## config.mk

```make
export PLATFORM = sky130hd
export DESIGN_NAME = mem_arbiter_flat
export DESIGN_NICKNAME = d
export VERILOG_FILES = /design/src/rtl/mem_arbiter_pkg.sv /design/src/rtl/mem_arbiter_if.sv /design/src/rtl/mem_arb_pick.sv /design/src/rtl/mem_arbiter.sv /design/src/flat_wrapper.sv
export SDC_FILE = /design/constraint.sdc
export NUM_CORES = 1
export LEC_CHECK = 0
export BUFFER_PORTS_ARGS = -buffer_cell sky130_fd_sc_hd__buf_2
export CAP_MARGIN = 30
export CORE_MARGIN = 5
export CORE_UTILIZATION = 44
export DETAILED_ROUTE_END_ITERATION = 8
export PLACE_DENSITY = 0.89
export SKIP_LAST_GASP = 1
export SLEW_MARGIN = 20
export SYNTH_ARGS = -nofsm -noshare
export SYNTH_HDL_FRONTEND = slang
export SYNTH_SLANG_ARGS = --single-unit
```

## constraint.sdc

```tcl
create_clock -name clk -period 1.7 [get_ports clk]
set_clock_uncertainty 0.15 [all_clocks]
set_input_delay 0.255 -clock clk [delete_from_list [all_inputs] [get_ports clk]]
set_output_delay 0.255 -clock clk [all_outputs]
set_load 0.1 [all_outputs]
```

## src/rtl/mem_arbiter_pkg.sv

```systemverilog
// mem_arbiter_pkg: shared types and request-kind encodings for the memory arbiter.
package mem_arbiter_pkg;
    localparam int ROB_IDX_W = 6;
    typedef logic [31:0] addr_tp;
    typedef logic [31:0] word_tp;
    typedef logic [ROB_IDX_W-1:0] rob_idx_tp;
    typedef enum logic [1:0] {
        MEM_KIND_FETCH = 2'd0,
        MEM_KIND_LOAD  = 2'd1,
        MEM_KIND_STORE = 2'd2
    } mem_kind_tp;
    typedef enum logic {ARB_IDLE, ARB_BUSY} arb_state_tp;
    typedef struct packed {
        mem_kind_tp kind;
        addr_tp     addr;
        word_tp     data;
        logic [3:0] len;
        logic       sext;
        rob_idx_tp  src;
    } mem_req_tp;
endpackage

```

## src/rtl/mem_arbiter_if.sv

```systemverilog
// mem_arbiter_if: requester, control and memory-controller signals of the memory arbiter.
interface mem_arbiter_if;
    import mem_arbiter_pkg::*;
    logic       rdy, rb;
    logic       fc_valid, fc_done;
    addr_tp     fc_addr;
    logic       st_valid, st_done;
    addr_tp     st_addr;
    word_tp     st_data;
    logic [3:0] st_len;
    logic       ld_valid, ld_done, ld_sext;
    addr_tp     ld_addr;
    logic [3:0] ld_len;
    rob_idx_tp  ld_src;
    logic       mem_req_valid, mem_req_sext, mem_abort, mem_done;
    mem_kind_tp mem_req_kind;
    addr_tp     mem_req_addr;
    word_tp     mem_req_data;
    logic [3:0] mem_req_len;
    rob_idx_tp  mem_req_src;
    modport master (
        input  rdy, rb, fc_valid, fc_addr, st_valid, st_addr, st_data, st_len,
               ld_valid, ld_addr, ld_len, ld_sext, ld_src, mem_done,
        output fc_done, st_done, ld_done, mem_req_valid, mem_req_kind, mem_req_addr,
               mem_req_data, mem_req_len, mem_req_sext, mem_req_src, mem_abort
    );
    modport slave (
        output rdy, rb, fc_valid, fc_addr, st_valid, st_addr, st_data, st_len,
               ld_valid, ld_addr, ld_len, ld_sext, ld_src, mem_done,
        input  fc_done, st_done, ld_done, mem_req_valid, mem_req_kind, mem_req_addr,
               mem_req_data, mem_req_len, mem_req_sext, mem_req_src, mem_abort
    );
endinterface

```

## src/rtl/mem_arb_pick.sv

```systemverilog
// mem_arb_pick: combinational priority selector; an aged fetch beats store, store beats load, load beats fetch.
module mem_arb_pick
    import mem_arbiter_pkg::*;
(
    input  logic       fc_valid_i,
    input  logic       st_valid_i,
    input  logic       ld_valid_i,
    input  logic       rb_i,
    input  logic       age_hit_i,
    output mem_kind_tp gnt_kind_o,
    output logic       gnt_valid_o
);
    logic ld_ok;
    assign ld_ok       = ld_valid_i & ~rb_i;
    assign gnt_valid_o = fc_valid_i | st_valid_i | ld_ok;
    assign gnt_kind_o  = (fc_valid_i & age_hit_i) ? MEM_KIND_FETCH :
                         st_valid_i               ? MEM_KIND_STORE :
                         ld_ok                    ? MEM_KIND_LOAD  : MEM_KIND_FETCH;
endmodule

```

## src/rtl/mem_arbiter.sv

```systemverilog
// mem_arbiter: shares the memory-controller port among fetch, store and load requesters.
// Define MEM_ARB_AGING_EN to add the fetch age counter that guarantees fetch forward progress.
module mem_arbiter
    import mem_arbiter_pkg::*;
#(
    parameter int AGE_LIMIT = 4
) (
    input logic          clk,
    input logic          rst_n,
    mem_arbiter_if.master bus
);
    arb_state_tp state_q, state_d;
    mem_req_tp   req_q, req_d, req_new;
    logic        valid_q, valid_d;
    logic        busy, abort, done_ok, age_hit, gnt_valid;
    mem_kind_tp  gnt_kind;

    mem_arb_pick u_pick (
        .fc_valid_i (bus.fc_valid),
        .st_valid_i (bus.st_valid),
        .ld_valid_i (bus.ld_valid),
        .rb_i       (bus.rb),
        .age_hit_i  (age_hit),
        .gnt_kind_o (gnt_kind),
        .gnt_valid_o(gnt_valid)
    );

    assign busy    = state_q == ARB_BUSY;
    // a rollback on an in-flight load wins over a coincident completion
    assign abort   = bus.rdy & busy & bus.rb & (req_q.kind == MEM_KIND_LOAD);
    assign done_ok = bus.rdy & busy & bus.mem_done & ~abort;

    assign bus.fc_done       = done_ok & (req_q.kind == MEM_KIND_FETCH);
    assign bus.st_done       = done_ok & (req_q.kind == MEM_KIND_STORE);
    assign bus.ld_done       = done_ok & (req_q.kind == MEM_KIND_LOAD);
    assign bus.mem_abort     = abort;
    assign bus.mem_req_valid = valid_q;
    assign bus.mem_req_kind  = req_q.kind;
    assign bus.mem_req_addr  = req_q.addr;
    assign bus.mem_req_data  = req_q.data;
    assign bus.mem_req_len   = req_q.len;
    assign bus.mem_req_sext  = req_q.sext;
    assign bus.mem_req_src   = req_q.src;

    always_comb begin
        req_new.kind = gnt_kind;
        req_new.addr = gnt_kind == MEM_KIND_STORE ? bus.st_addr :
                       gnt_kind == MEM_KIND_LOAD  ? bus.ld_addr : bus.fc_addr;
        req_new.data = gnt_kind == MEM_KIND_STORE ? bus.st_data : '0;
        req_new.len  = gnt_kind == MEM_KIND_STORE ? bus.st_len :
                       gnt_kind == MEM_KIND_LOAD  ? bus.ld_len : '0;
        req_new.sext = (gnt_kind == MEM_KIND_LOAD) & bus.ld_sext;
        req_new.src  = gnt_kind == MEM_KIND_LOAD ? bus.ld_src : '0;
    end

    always_comb begin
        state_d = state_q;
        req_d   = req_q;
        valid_d = valid_q;
        if (bus.rdy && !busy && gnt_valid) begin
            state_d = ARB_BUSY;
            req_d   = req_new;
            valid_d = 1'b1;
        end else if (done_ok || abort) begin
            state_d = ARB_IDLE;
            valid_d = 1'b0;
        end
    end

    always_ff @(posedge clk or negedge rst_n) begin
        if (!rst_n) begin
            state_q <= ARB_IDLE;
            req_q   <= '0;
            valid_q <= 1'b0;
        end else begin
            state_q <= state_d;
            req_q   <= req_d;
            valid_q <= valid_d;
        end
    end

`ifdef MEM_ARB_AGING_EN
    logic [2:0] age_q, age_d;
    assign age_hit = age_q >= 3'(AGE_LIMIT);
    // counts arbitrations lost by a waiting fetch, saturating at 7
    always_comb begin
        age_d = !bus.rdy                                       ? age_q :
                !bus.fc_valid                                  ? 3'd0  :
                (busy || !gnt_valid)                           ? age_q :
                gnt_kind == MEM_KIND_FETCH                     ? 3'd0  :
                age_q == 3'd7                                  ? age_q : age_q + 3'd1;
    end
    always_ff @(posedge clk or negedge rst_n) begin
        if (!rst_n) age_q <= 3'd0;
        else        age_q <= age_d;
    end
`else
    assign age_hit = 1'b0;
`endif
endmodule

```

## src/flat_wrapper.sv

```systemverilog
// flat-port wrapper written by rule: the top's interface ports become plain ports
module mem_arbiter_flat import mem_arbiter_pkg::*;
#(
    parameter int AGE_LIMIT = 4
)
  (clk, rst_n, bus_rdy, bus_rb, bus_fc_valid, bus_fc_addr, bus_st_valid, bus_st_addr, bus_st_data, bus_st_len, bus_ld_valid, bus_ld_addr, bus_ld_len, bus_ld_sext, bus_ld_src, bus_mem_done, bus_fc_done, bus_st_done, bus_ld_done, bus_mem_req_valid, bus_mem_req_kind, bus_mem_req_addr, bus_mem_req_data, bus_mem_req_len, bus_mem_req_sext, bus_mem_req_src, bus_mem_abort);
  mem_arbiter_if bus_i ();
  input logic clk;
  input logic rst_n;
  input wire logic [$bits(bus_i.rdy)-1:0] bus_rdy;
  input wire logic [$bits(bus_i.rb)-1:0] bus_rb;
  input wire logic [$bits(bus_i.fc_valid)-1:0] bus_fc_valid;
  input wire logic [$bits(bus_i.fc_addr)-1:0] bus_fc_addr;
  input wire logic [$bits(bus_i.st_valid)-1:0] bus_st_valid;
  input wire logic [$bits(bus_i.st_addr)-1:0] bus_st_addr;
  input wire logic [$bits(bus_i.st_data)-1:0] bus_st_data;
  input wire logic [$bits(bus_i.st_len)-1:0] bus_st_len;
  input wire logic [$bits(bus_i.ld_valid)-1:0] bus_ld_valid;
  input wire logic [$bits(bus_i.ld_addr)-1:0] bus_ld_addr;
  input wire logic [$bits(bus_i.ld_len)-1:0] bus_ld_len;
  input wire logic [$bits(bus_i.ld_sext)-1:0] bus_ld_sext;
  input wire logic [$bits(bus_i.ld_src)-1:0] bus_ld_src;
  input wire logic [$bits(bus_i.mem_done)-1:0] bus_mem_done;
  output wire logic [$bits(bus_i.fc_done)-1:0] bus_fc_done;
  output wire logic [$bits(bus_i.st_done)-1:0] bus_st_done;
  output wire logic [$bits(bus_i.ld_done)-1:0] bus_ld_done;
  output wire logic [$bits(bus_i.mem_req_valid)-1:0] bus_mem_req_valid;
  output wire logic [$bits(bus_i.mem_req_kind)-1:0] bus_mem_req_kind;
  output wire logic [$bits(bus_i.mem_req_addr)-1:0] bus_mem_req_addr;
  output wire logic [$bits(bus_i.mem_req_data)-1:0] bus_mem_req_data;
  output wire logic [$bits(bus_i.mem_req_len)-1:0] bus_mem_req_len;
  output wire logic [$bits(bus_i.mem_req_sext)-1:0] bus_mem_req_sext;
  output wire logic [$bits(bus_i.mem_req_src)-1:0] bus_mem_req_src;
  output wire logic [$bits(bus_i.mem_abort)-1:0] bus_mem_abort;
  assign bus_i.rdy = bus_rdy;
  assign bus_i.rb = bus_rb;
  assign bus_i.fc_valid = bus_fc_valid;
  assign bus_i.fc_addr = bus_fc_addr;
  assign bus_i.st_valid = bus_st_valid;
  assign bus_i.st_addr = bus_st_addr;
  assign bus_i.st_data = bus_st_data;
  assign bus_i.st_len = bus_st_len;
  assign bus_i.ld_valid = bus_ld_valid;
  assign bus_i.ld_addr = bus_ld_addr;
  assign bus_i.ld_len = bus_ld_len;
  assign bus_i.ld_sext = bus_ld_sext;
  assign bus_i.ld_src = bus_ld_src;
  assign bus_i.mem_done = bus_mem_done;
  assign bus_fc_done = bus_i.fc_done;
  assign bus_st_done = bus_i.st_done;
  assign bus_ld_done = bus_i.ld_done;
  assign bus_mem_req_valid = bus_i.mem_req_valid;
  assign bus_mem_req_kind = bus_i.mem_req_kind;
  assign bus_mem_req_addr = bus_i.mem_req_addr;
  assign bus_mem_req_data = bus_i.mem_req_data;
  assign bus_mem_req_len = bus_i.mem_req_len;
  assign bus_mem_req_sext = bus_i.mem_req_sext;
  assign bus_mem_req_src = bus_i.mem_req_src;
  assign bus_mem_abort = bus_i.mem_abort;
  mem_arbiter #(.AGE_LIMIT(AGE_LIMIT)) u_core (.clk(clk), .rst_n(rst_n), .bus(bus_i));
endmodule
```

==> results.md <==
- Wire length per cell: between 15 and 20 um
- Routability cong.: between 0.8 and 0.9
- Die Wd: approximately 110 um
- Root Driver: clkbuf_8
- Worst slew pin tran: 569 ps
- Failing checks: setup timing
- Placed Area: 5440 sq um
- Synthesis-to-layout area growth: 50.4%
- Latest clock arrival within the worst-skew pair: around 340 ps
- First-pass GRT wire length: around 22000 um
- Endpoints failing hold: 0
- Unrepaired setup endpoints after global routing: true
- First-pass iteration count of the detailed router: 4
- Crit end category: output pin
- Cell taking the most area after synthesis: dfrtp_1
- Syn nets: slightly below 600
- Final setup fails: 78
- Final Cycle Share: 1.12
- IO buf count: approximately 230
- Row count: 34
- Minimum clock period: 1900 ps
- Final Net Count: ~850
- DP Worst Slack: around 14 ps
- Slew margin rel.: 0.621
- Detailed Route Iter0 Violations: around 200
- Post-synthesis sequential area ratio: 0.487
- Gr usage total: 0.239
- Deepest clock path buffer count: 2
- Core area: 8810 sq um
- Layout cells sized above 1: 0.401
- Initial Util: 0.455
- Leak: between 3 and 4 nW
- Largest net degree at the start of global routing: ~140
- HPWL Detailed: 9660 um
- # fillers: ~650
- Overflow after GRT: 0
- I/O pin count: roughly 230
- Initial antenna violation count: 0
- Cell Chain, Critical Path: nand3_4 -> nor4b_4 -> buf_12
- Final worst setup slack: -198 ps
- Vias in the first global route: 4558
- Final instance area: roughly 6000 sq um
- Clock Sink Count: slightly below 80
- Max-cap violations: 0
- Die Y: 105 um
- FF-to-FF Start: u_core.bus.mem_req_valid
- Register bit total from synthesis: 78
- Slowest cell on the critical path: dfrtp_4
- Crit-path max FO: 3
- Mean post-synth cell area: roughly 9 sq um
- Crit Path Category: reg -> out
- Outcome: finished with violations
- Vias after detailed routing: between 4k and 5k
- Critical Path AT: 1490 ps
- Final antenna-violating net count: 0
- Post-Syn Area: roughly 4000 sq um
- Synth area leaders: dfrtp_1 (49%), a32o_1 (8.0%), mux2i_1 (8.0%)
- CTS tree: yes
- YS warnings: 0
- Post-synth cell types: 26
- Num CTS Buffers: 9
- Slew Limit Fails: 0
- Pwr/cell area: around 1900 nW/um^2
- Commonest non-fill, non-tap cell in the layout: buf_2
- Reg clk slew, reported paths: approximately 80 ps
- Worst hold path class: in -> reg
- Max frequency: 527 MHz
- HP Start: bus_st_data[0]
- H-tree level count: 3
- Worst setup path start: u_core.bus.mem_req_valid
- Slowest stage delay, CP: ~430 ps
- Final WL: approximately 14000 um
- VDD IR max: ~1.4 mV
- ANT cells: 0
- DR vias/cell: 5.29
- Gate Count Post-Synth: around 440
- DRC viols: 0
- Critical Path Source Type: flip-flop
- Share of the synthesized area in the top cell type: 0.487
- Commonest non-fill, non-tap cells in the layout: buf_2 (223), dfrtp_1 (75), inv_1 (64), nor2_1 (64)
- CP Data Required Time: around 1300 ps
- Die area: around 11000 sq um
- Hold Slack: just under 20 ps
## critical path, delay by kind of cell, from the launching register on
kind / cells / cell delay [ps]
buffers and inverters: 1 / 220
flip-flops: 1 / 430
AND/OR/NAND/NOR: 2 / 490
## report_power, final
part	switching (mW)	internal, mW
logic	5.83	1.32
registers	0.376	2.49
clock network	0.706	0.575
total	6.91	4.38
## flip-flops by register name (all words and copies together) (netlist names)
register and cells:
u_core.bus.mem_req_data 32, u_core.bus.mem_req_src 6, u_core.bus.mem_req_kind 2, u_core.bus.mem_req_sext 1, u_core.bus.mem_req_valid 1, u_core.bus.mem_req_len 4
u_core.bus.mem_req_addr 32
## final cells by class
type | instances | area, sq um | share of cell area
flip-flops and latches | 78 | 1960 | 0.326
clock inverters | 6 | 45.0 | 0.00748
repair buffers | 285 | 1810 | 0.301
clock buffers | 10 | 138 | 0.0229
well taps | 108 | 135 | 0.0224
multi-input cells | 257 | 1690 | 0.280
inverters | 64 | 240 | 0.0399
## cells in the mapped netlist
master	instances
nor4b_1	1
a21oi_1	32
nor3b_1	2
o21ai_0	1
nor2b_1	2
a32o_1	32
buf_6	5
clkbuf_1	16
inv_1	64
nand2b_1	1
mux2i_1	32
nor3_1	1
buf_2	13
buf_1	5
and3b_1	1
and3_1	5
o21a_1	1
dfrtp_1	78
a221o_1	4
o21ai_2	1
nand3_1	33
nor2_1	64
a22o_1	8
o21ai_1	32
or2_1	2
a21o_1	2
## metrics by stage
step	TNS, ps	std cells	utilization	total power, mW
detailed placement	0	754	0.618	9.84
CTS	-954	806	0.679	11.3
global route	-12110	808	0.684	11.7
floorplan	-1330	438	-	8.51
finish	-7890	808	0.684	11.3
global placement	0	754	0.618	9.71
## per-layer routing
metal,global-route usage,up-vias,share of wire
li1,-,2007,-
met1,0.265,2029,0.36
met2,0.436,203,0.54
met3,0.0483,39,0.067
met4,0.112,0,0.033
met5,0,-,0
## path summary, 6_finish.rpt
check	slack, ps	depth (start not counted)	to
setup / recovery	-200	3	bus_ld_done
hold / removal	20	3	u_core.bus.mem_req_data[0]
setup reg to reg	-180	6	u_core.bus.mem_req_src[4]
hold reg to reg	350	1	u_core.bus.mem_req_addr[1]
max in group asynchronous	580	3	u_core.bus.mem_req_addr[22]
min in group asynchronous	240	2	u_core.bus.mem_req_data[18]
## what timing repair did
item | CTS | global route
endpoints found under the hold margin | 57 | 0
resized for setup | 3 | 3
pin swaps | 4 | 3
hold buffers | 32 | 0
endpoints found under the setup margin | 6 | 78
buffers inserted | 4 | 2
## cells by family (layout without fill, tap and decap cells)
family	Yosys count	in the layout	synth area share
buffers and inverters	103	365	0.110
AND/OR/NAND/NOR	112	112	0.126
AO/OA/AOI/OAI	113	113	0.196
flip-flops	78	78	0.487
multiplexers	32	32	0.0800
No activity file was read; power rests on OpenSTA's default activity.
